<file path="src/rtl/traffic_pkg.sv">
// Shared phase codes, widths and control-FSM encoding for the traffic phase
// sequencer and the duration table it reads.
package traffic_pkg;

  localparam int STATE_W = 3;
  localparam int DUR_W   = 5;

  localparam logic [STATE_W-1:0] ST_RED    = 3'b001;
  localparam logic [STATE_W-1:0] ST_YELLOW = 3'b010;
  localparam logic [STATE_W-1:0] ST_GREEN  = 3'b100;

  typedef enum logic [1:0] {
    LOAD = 2'd0,
    RUN  = 2'd1,
    HALT = 2'd2
  } fsm_e;

  // Phase rotation RED -> GREEN -> YELLOW -> RED; anything else recovers to RED.
  function automatic logic [STATE_W-1:0] next_phase(input logic [STATE_W-1:0] s);
    case (s)
      ST_RED:    next_phase = ST_GREEN;
      ST_GREEN:  next_phase = ST_YELLOW;
      ST_YELLOW: next_phase = ST_RED;
      default:   next_phase = ST_RED;
    endcase
  endfunction

endpackage

</file>
<file path="src/rtl/tick_prescaler.sv">
// Divides clk down to a one-cycle tick every TICK_DIV enabled cycles.
// The count holds while en is low and is zeroed by clear.
module tick_prescaler #(
  parameter int TICK_DIV = 50_000_000
) (
  input  logic clk,
  input  logic rst_n,
  input  logic clear,
  input  logic en,
  output logic tick
);

  localparam int CNT_W = (TICK_DIV > 1) ? $clog2(TICK_DIV) : 1;
  localparam logic [CNT_W-1:0] CNT_LAST = CNT_W'(TICK_DIV - 1);

  logic [CNT_W-1:0] cnt_q, cnt_d;

  always_comb begin
    cnt_d = cnt_q;
    if (clear) begin
      cnt_d = '0;
    end else if (en) begin
      cnt_d = (cnt_q == CNT_LAST) ? '0 : cnt_q + 1'b1;
    end
  end

  assign tick = en && !clear && (cnt_q == CNT_LAST);

  always_ff @(posedge clk) begin
    if (!rst_n) cnt_q <= '0;
    else        cnt_q <= cnt_d;
  end

endmodule

</file>
<file path="src/rtl/traffic_phase_sequencer.sv">
// Owns the current traffic phase: loads its duration from the table, counts it
// down on 1 s ticks and advances RED -> GREEN -> YELLOW; zero duration halts.
module traffic_phase_sequencer
  import traffic_pkg::*;
#(
  parameter int TICK_DIV = 50_000_000
) (
  input  logic               clk,
  input  logic               rst_n,
  input  logic               enable,
  input  logic [DUR_W-1:0]   fintime,
  output logic [STATE_W-1:0] state,
  output logic [DUR_W-1:0]   remaining,
  output logic               phase_done,
  output logic               fault
);

  fsm_e               fsm_q, fsm_d;
  logic [STATE_W-1:0] state_q, state_d;
  logic [DUR_W-1:0]   remaining_q, remaining_d;
  logic               phase_done_q, phase_done_d;
  logic               fault_q, fault_d;
  logic               tick;
  logic               state_legal;

  tick_prescaler #(.TICK_DIV(TICK_DIV)) u_prescaler (
    .clk   (clk),
    .rst_n (rst_n),
    .clear (fsm_q != RUN),
    .en    (enable && (fsm_q == RUN)),
    .tick  (tick)
  );

  assign state_legal = (state_q == ST_RED) || (state_q == ST_YELLOW) || (state_q == ST_GREEN);

  always_comb begin
    fsm_d        = fsm_q;
    state_d      = state_q;
    remaining_d  = remaining_q;
    phase_done_d = 1'b0;
    fault_d      = fault_q;
    if (!state_legal) begin
      fsm_d       = LOAD;
      state_d     = ST_RED;
      remaining_d = '0;
    end else begin
      case (fsm_q)
        LOAD: begin
          if (fintime != '0) begin
            remaining_d = fintime;
            fsm_d       = RUN;
          end else begin
            fault_d     = 1'b1;
            state_d     = ST_RED;
            remaining_d = '0;
            fsm_d       = HALT;
          end
        end
        RUN: begin
          if (tick) begin
            // remaining of 0 cannot occur in RUN; treat it like the last second.
            if (remaining_q > DUR_W'(1)) begin
              remaining_d = remaining_q - 1'b1;
            end else begin
              remaining_d  = '0;
              phase_done_d = 1'b1;
              state_d      = next_phase(state_q);
              fsm_d        = LOAD;
            end
          end
        end
        HALT: begin
          state_d     = ST_RED;
          remaining_d = '0;
        end
        default: begin
          fsm_d       = LOAD;
          state_d     = ST_RED;
          remaining_d = '0;
        end
      endcase
    end
  end

  always_ff @(posedge clk) begin
    if (!rst_n) begin
      fsm_q        <= LOAD;
      state_q      <= ST_RED;
      remaining_q  <= '0;
      phase_done_q <= 1'b0;
      fault_q      <= 1'b0;
    end else begin
      fsm_q        <= fsm_d;
      state_q      <= state_d;
      remaining_q  <= remaining_d;
      phase_done_q <= phase_done_d;
      fault_q      <= fault_d;
    end
  end

  assign state      = state_q;
  assign remaining  = remaining_q;
  assign phase_done = phase_done_q;
  assign fault      = fault_q;

endmodule

</file>
<file path="config.mk">
export PLATFORM = sky130hd
export DESIGN_NAME = traffic_phase_sequencer
export DESIGN_NICKNAME = d
export VERILOG_FILES = /design/src/rtl/traffic_pkg.sv /design/src/rtl/tick_prescaler.sv /design/src/rtl/traffic_phase_sequencer.sv
export SDC_FILE = /design/constraint.sdc
export NUM_CORES = 1
export LEC_CHECK = 0
export ABC_AREA = 0
export CORE_ASPECT_RATIO = 0.5
export CORE_MARGIN = 4
export CORE_UTILIZATION = 60
export CTS_CLUSTER_SIZE = 10
export DETAILED_ROUTE_END_ITERATION = 10
export PLACE_DENSITY = 0.83
export SLEW_MARGIN = 20
export SYNTH_ARGS = -nofsm -noshare
export SYNTH_HDL_FRONTEND = slang
export SYNTH_SLANG_ARGS = --single-unit
</file>
<file path="constraint.sdc">
create_clock -name clk -period 5.8 [get_ports clk]
set_input_delay 1.16 -clock clk [delete_from_list [all_inputs] [get_ports clk]]
set_output_delay 1.16 -clock clk [all_outputs]
set_load 0.02 [all_outputs]
</file>
After elaboration in Yosys (flattened, before gate mapping)
Cells that the tools add are included.
{ "word_totals": {"elab_cells": 51, "ff_bits": 38, "out_inout_bits": 10} }
{ "classes": {"magnitude_cmp": 1, "add_sub_neg": 2, "reduce_logical": 14, "muxes": 15, "bitwise_logic": 3, "n_eq_ne": 10} }
{ "ops": {"columns": ["cell", "n"], "rows": [
  ["$add 26x1->26 const B", 1],
  ["$eq 26x26->1 const B", 1],
  ["$mux 26", 1],
  ["$mux 5", 3],
  ["$pmux 3 s2", 2],
  ["$pmux 5 s2", 1],
  ["$mux 3", 3],
  ["$reduce_and 3->1", 3],
  ["$mux 2", 3],
  ["$ne 2x2->1 const B", 3],
  ["$pmux 2 s3", 1],
  ["$gt 5x1->1 const B", 1],
  ["$reduce_bool 5->1", 1],
  ["$sub 5x1->5 const B", 1],
  ["$reduce_and 4->1", 1],
  ["$eq 3x1->1 const B", 1],
  ["$eq 3x2->1 const B", 1],
  ["$eq 3x3->1 const B", 1],
  ["$logic_and 1x1->1", 3],
  ["$not 1->1", 3],
  ["$eq 2x1->1 const B", 1],
  ["$eq 2x2->1 const B", 1],
  ["$logic_not 2->1", 1],
  ["$logic_or 1x1->1", 2],
  ["other kinds (5)", 5]
]} }

Longest topological paths before layout
Gate-level depths: netlist (run 1).
{ "logic_depth": {"ltp_word": 6, "ltp_mapped": 7, "ltp_nobuf": 6} }

Cells and area by module
A second synthesis (run 1) with hierarchy kept.
{ "unflattened": {"hier_cells": 235, "area_unflattened_um2": 2048.2} }
{ "modules_own_cells": {"columns": ["mod", "seq_area_each_um2", "cells_each", "n_inst", "area_each_um2"], "rows": [
  ["tick_prescaler", 520.5, 155, 1, 1375.1],
  ["traffic_phase_sequencer", 240.2, 80, 1, 673.1]
]} }

Least setup slack after synthesis (run 1)
No wires, ideal clock.
{ "synth_path": {"kind": "input -> register", "startpoint": "input port enable", "endpoint": "register u_prescaler.cnt_q[25]", "t_required_ns": 5.678, "setup_ns": 0.122, "slack_ns": 3.152, "arrival_ns": 2.527, "n_path_buf": 2, "path_stages": 7, "cell_sequence": "clkbuf_2 > nand3_1 > or3_4 > or3_4 > nand3_2 > buf_6 > a21oi_1"} }
{ "synth_between": {"elab_chain_len": 1} }
{ "synth_lines": {"columns": ["element", "line_no", "source"], "rows": [
  ["start, declared", "traffic_phase_sequencer.sv:10", "input logic enable,"],
  ["$logic_and 1x1->1", "traffic_phase_sequencer.sv:30", ".en (enable && (fsm_q == RUN)),"],
  ["end signal, assigned", "tick_prescaler.sv:31", "else cnt_q <= cnt_d;"],
  ["end, declared", "tick_prescaler.sv:16", "logic [CNT_W-1:0] cnt_q, cnt_d;"]
]} }
Every way passes these cells.
A chain may end at the register's enable or synchronous reset.

Worst setup path in the final report (run 1)
{ "layout_path": {"startpoint": "input port enable", "endpoint": "register u_prescaler.cnt_q[0]"} }
Same word-level chain as after synthesis.

==> impl_results.md, run 1 <==
- Cell count after synthesis: 220
- Worst-Skew Late Latency: 300 ps
- Endpoints failing setup: 0
- RR Startpoint: fsm_q[0]
- Hold path cells: 2
- Async set-or-reset flop fraction in the synthesized netlist: 0
- Post-route ant nets: 0
- GPL Wtd Cong: 0.7940
- Global-route usage over all layers: 0.2066
- Commonest register cell after synthesis: dfxtp_1
- Fin crit period: 3066 ps
- Vias: 1653
- DRT Pass-1 Iters: 4
- Leakage: 0.7699 nW
- Max_slew headroom: 0.6597
- Synthesis-to-finish area growth: 15.00%
- Peak VDD IR: 0.1655 mV
- Worst setup margin: 2734 ps
- WL final: 4135 um
- HP Start: u_prescaler.cnt_q[14]
- Share of cells above drive strength 1: 0.08403
- Initial antenna violation count: 0
- Root Buffer: clkbuf_8
- CP required: 5970 ps
- Post-synth EDFFs: 0
- Maxcap violations: 0
- Yosys warning total: 0
- Die height: 48.16 um
- Status: finished, final reports clean
- Post-CTS sizing: 0
- Initial drt markers: 151
- Final Skew: 10.86 ps
- Global-route wire length before repair: 6624 um
- Finished Layout Cells: 278
- Wire per inst: 14.87 um
- Port Buf Inserts: 17
- Post-Place Setup Slack: 2438 ps
- Grt ovf: 0
- HPWL after DPL: 2840 um
- Slew @ Worst Pin: 509.8 ps
- Core area: 3048 sq um
- Vias per Instance: 5.946
- R2R Setup Slk: 3560 ps
- Final Hold Fails: 0
- Hold Crit Class: reg2reg
- Unrepaired setup endpoints after global routing: false
- Clock-pin transition on the worst setup and hold timing paths: 80 ps
- Critical Path End Type: flip-flop
- Element type at the critical path start: input port
- Maximum clock frequency: 326.2 MHz
- CTS tree: built
- PD cells: 245.3 nW/um^2
- Most frequent cells in the layout: 38 x dfxtp_1, 35 x nor2_1, 19 x xor2_1
- CTS Hold Buffers Added: 0
- Final worst-path cycle share: 0.5286
- Worst EP arrival: 3230 ps
- Dpl cells: 270
- Mapped cell area: 1936 sq um
- Crit Path Category: in2reg
- Clk sinks: 38
- #FFs+latches synth: 38
- Boundary pin count: 18
- Final Cell Area: 2226 sq um
- Die area: 4254 sq um
- Largest net degree at the start of global routing: 25
- Num rows: 14
- Post-CTS Setup Bufs: 0
- Number of global-route vias before repair: 1448
- Initial Utilization: 0.6351
- Commonest non-fill, non-tap cell in the layout: dfxtp_1
- DRC Markers: 0
- Placed Area: 2112 sq um
- Fin util: 0.7303
- Worst reg-to-reg path cell count: 5
- Die width: 88.33 um
- Library cells used by synthesis: 46
- Critical path origin: enable
- Clock tree buffer depth: 2
- Syn nets: 231
- Final-report max-slew violation count: 0
- Sequential share of the synthesized area: 0.3930
- Setup_tns: 0 ps
- Antenna cells: 0
- Endpoint of the worst hold path: u_prescaler.cnt_q[14]
- Fill cells: 225
- RR Endpoint: u_prescaler.cnt_q[0]
- Nets: 248
- CTS buffer count: 5
- H-tree depth: 2
- Mapped Avg Cell Area: 8.798 sq um
- Maximum fanout along the worst path: 24
cell type report:
cell class / instances / area (sq um) / share of cell area
Multi-Input combinational cell: 172 / 1120 / 0.5031
Inverter: 3 / 11.26 / 0.005059
Sequential cell: 38 / 760.7 / 0.3418
Clock inverter: 3 / 45.04 / 0.02024
Timing Repair Buffer: 17 / 170.2 / 0.07645
Tap cell: 40 / 50.05 / 0.02248
Clock buffer: 5 / 68.82 / 0.03092
registers in the layout (all words and copies together) (netlist names):
signal	cells
u_prescaler.cnt_q	26
remaining	5
state	3
fsm_q	2
fault	1
phase_done	1
cell families after synthesis:
kind of cell / count (synthesis) / share of synthesized area
buffers and inverters: 10 / 0.02844
muxes: 3 / 0.01551
xor gates and xnor gates: 23 / 0.1041
and+or+nand+nor: 110 / 0.3349
adders and majority gates: 3 / 0.01939
DFF: 38 / 0.3930
AOI/OAI and AO/OA: 33 / 0.1047
per-stage QoR:
stage | total power [mW] | hold slack (ps)
final | 0.5460 | 491.6
after global routing | 0.5616 | 510.8
after CTS | 0.5464 | 492.5
after detailed placement | 0.3222 | 466.1
after global placement | 0.3214 | 465.8
after floorplan | 0.3063 | 450.8
metal layers:
metal | up-vias | wire, um | GRT usage
li1 | 824 | - | -
met1 | 775 | 1887 | 0.2541
met2 | 50 | 1990 | 0.3611
met3 | 4 | 225 | 0.05902
met4 | 0 | 32 | 0.07229
met5 | - | 0 | 0
critical path: stages:
cell             delay [ps]
clkdlybuf4s50_1         590
nand3_1                 200
or3_4                   390
or3_4                   410
nand3_2                 360
nor2_1                  110
worst max-delay path by stage:
stage	cells past startpoint	slack, ps	to
after CTS	6	2760	u_prescaler.cnt_q[0]
after detailed placement	6	2440	u_prescaler.cnt_q[0]
after global placement	6	2490	u_prescaler.cnt_q[0]
after floorplan	7	3150	u_prescaler.cnt_q[25]
after global routing	6	2620	u_prescaler.cnt_q[23]
final	6	2730	u_prescaler.cnt_q[0]
cell usage after synthesis (2+ instances only):
library cell / n / area, sq um
buf_6: 2 / 22.52
nor4b_1: 2 / 17.52
xor2_1: 19 / 166.4
nand4_1: 8 / 50.05
dfxtp_1: 38 / 760.7
or3_4: 2 / 22.52
a211oi_1: 3 / 22.52
nand2_1: 15 / 56.30
and3_1: 4 / 25.02
or3_1: 4 / 25.02
nor3_1: 8 / 40.04
nand2b_1: 3 / 18.77
nor4_1: 4 / 25.02
nand3_2: 2 / 20.02
xnor2_1: 4 / 35.03
nor2_1: 35 / 131.4
nor4_4: 2 / 42.54
o21ai_0: 14 / 70.07
nand3_1: 8 / 40.04
a21oi_1: 7 / 35.03
nand4b_1: 3 / 26.28
clkbuf_1: 3 / 11.26
ha_1: 3 / 37.54
mux2i_1: 3 / 30.03
inv_1: 3 / 11.26
report_power, final:
group | switching (mW) | internal [mW]
Sequential | 0.00726 | 0.265
Combinational | 0.0261 | 0.0196
Clock | 0.100 | 0.128
Total | 0.134 | 0.412
Note: power is estimated with default switching activity, not from simulation.
==> inputs of run 2 (changes only) <==
--- a/config.mk
+++ b/config.mk
@@ -8,10 +8,10 @@
 export ABC_AREA = 0
 export CORE_ASPECT_RATIO = 0.5
 export CORE_MARGIN = 4
-export CORE_UTILIZATION = 60
+export CORE_UTILIZATION = 51
 export CTS_CLUSTER_SIZE = 10
 export DETAILED_ROUTE_END_ITERATION = 10
-export PLACE_DENSITY = 0.83
+export PLACE_DENSITY = 0.75
 export SLEW_MARGIN = 20
 export SYNTH_ARGS = -nofsm -noshare
 export SYNTH_HDL_FRONTEND = slang
==> constraint.sdc (replaced) <==
create_clock -name clk -period 2.6 [get_ports clk]
set_input_delay 0.52 -clock clk [delete_from_list [all_inputs] [get_ports clk]]
set_output_delay 0.52 -clock clk [all_outputs]
set_load 0.02 [all_outputs]
==> impl_results.md, run 2 (same netlist as run 1, synthesis figures left out) <==
- Largest register by flop count: u_prescaler.cnt_q
- Unrepaired setup endpoints after global routing: false
- Slew @ Worst Pin: 476.7 ps
- H-tree depth: 2
- Leakage: 0.8204 nW
- Placed Area: 2171 sq um
- Worst setup margin: 439.5 ps
- CP max stage delay: 470 ps
- Share of cells above drive strength 1: 0.1066
- Number of global-route vias before repair: 1584
- Peak VDD IR: 0.3850 mV
- Boundary pin count: 18
- Maximum fanout along the worst path: 24
- CP required: 2760 ps
- Element type at the critical path start: input port
- Final Cell Area: 2313 sq um
- GPL Wtd Cong: 0.9192
- Fin crit period: 2161 ps
- Nets: 254
- Final Skew: 5.279 ps
- Die area: 4905 sq um
- Slowest cell on crit path: clkdlybuf4s50_1
- Commonest non-fill, non-tap cell in the layout: dfxtp_1
- Initial Utilization: 0.5457
- Worst EP arrival: 2320 ps
- WL final: 3949 um
- Setup_tns: 0 ps
- Hold Crit Class: reg2reg
- Die width: 95.13 um
- Maxcap violations: 0
- Die height: 51.56 um
- Fill cells: 291
- HPWL after DPL: 2862 um
- Final-report max-slew violation count: 0
- Family with the most delay on the worst path: simple AND/OR/NAND/NOR gates
- Endpoints failing setup: 0
- Grt ovf: 0
- Clk sinks: 38
- DRT Pass-1 Iters: 4
- Synthesis-to-finish area growth: 19.52%
- Vias per Instance: 5.576
- R2R Setup Slk: 500 ps
- Root Buffer: clkbuf_8
- Global-route wire length before repair: 6893 um
- Largest net degree at the start of global routing: 25
- Post-CTS Setup Bufs: 0
- CP dominant cell by count: or3_4
- CTS buffer count: 5
- Post-Place Setup Slack: 114.8 ps
- Antenna cells: 0
- Core area: 3547 sq um
- Global-route usage over all layers: 0.1819
- Maximum clock frequency: 462.9 MHz
- CP Buf/Inv Count: 1
- DRC Markers: 0
- Initial antenna violation count: 0
- Post-CTS sizing: 0
- Minimum hold slack: 490.5 ps
- Critical Path End Type: flip-flop
- Clock-pin transition on the worst setup and hold timing paths: 70 ps
- Post-route ant nets: 0
- Worst-Skew Late Latency: 290 ps
- Num rows: 15
- Flip-flop count of the largest register after layout: 26
- Clock tree buffer depth: 2
- Crit Path Category: in2reg
- Final worst-path cycle share: 0.8310
- CTS Hold Buffers Added: 0
- Port Buf Inserts: 17
- Vias: 1645
- Finished Layout Cells: 295
- CTS tree: built
- Wire per inst: 13.39 um
- PD cells: 576.4 nW/um^2
- Status: finished, final reports clean
- Max_slew headroom: 0.6818
- Worst path cell trace: clkdlybuf4s50_1, nand3_1, or3_4, or3_4, nand3_2, a211oi_1
- Final Hold Fails: 0
- Dpl cells: 287
- Most frequent cells in the layout: 38 x dfxtp_1, 35 x nor2_1, 19 x xor2_1
- Initial drt markers: 65
-- run 2: cell types whose count changed in the layout (fill, tap and decap cells not counted) --
| cell | before | now |
|---|---|---|
| bufinv_16 | 1 | 2 |
| clkinvlp_4 | 2 | 0 |
| buf_4 | 0 | 6 |
| clkbuf_8 | 5 | 6 |
-- run 2: metrics by stage --
stage	utilization	power, mW
CTS	0.6522	1.342
floorplan	-	0.6832
global placement	0.6120	0.7226
detailed placement	0.6120	0.7239
global route	0.6522	1.385
finish	0.6522	1.333
-- run 2: cell type report --
type | instances | area [sq um] | area share
tap | 51 | 63.81 | 0.02758
clock inverter | 2 | 60.06 | 0.02596
inverter | 3 | 11.26 | 0.004867
clock buffer | 6 | 82.58 | 0.03569
sequential | 38 | 760.7 | 0.3288
multi-input combinational | 172 | 1120 | 0.4840
timing repair buffer | 23 | 215.2 | 0.09302
-- run 2: routing by layer --
layer  up-vias  track usage  share of wire  wire length, um
met3         6      0.05491          0.043              168
li1        830            -              -                -
met5         -            0              0                0
met1       777       0.2206           0.47             1859
met4         0      0.06699          0.012               49
met2        32       0.3071           0.47             1871
-- run 2: power breakdown --
group	total [mW]	internal (mW)	switching, mW
logic	0.106	0.0470	0.0595
clock network	0.622	0.409	0.213
registers	0.604	0.591	0.0137
total	1.33	1.05	0.286
-- run 2: path summary, 6_finish.rpt --
| path | depth (start not counted) | start | to |
|---|---|---|---|
| hold / removal | 1 | fault | fault |
| setup / recovery | 6 | enable | u_prescaler.cnt_q[1] |
| hold reg to reg | 1 | fault | fault |
| setup reg to reg | 5 | u_prescaler.cnt_q[9] | u_prescaler.cnt_q[1] |
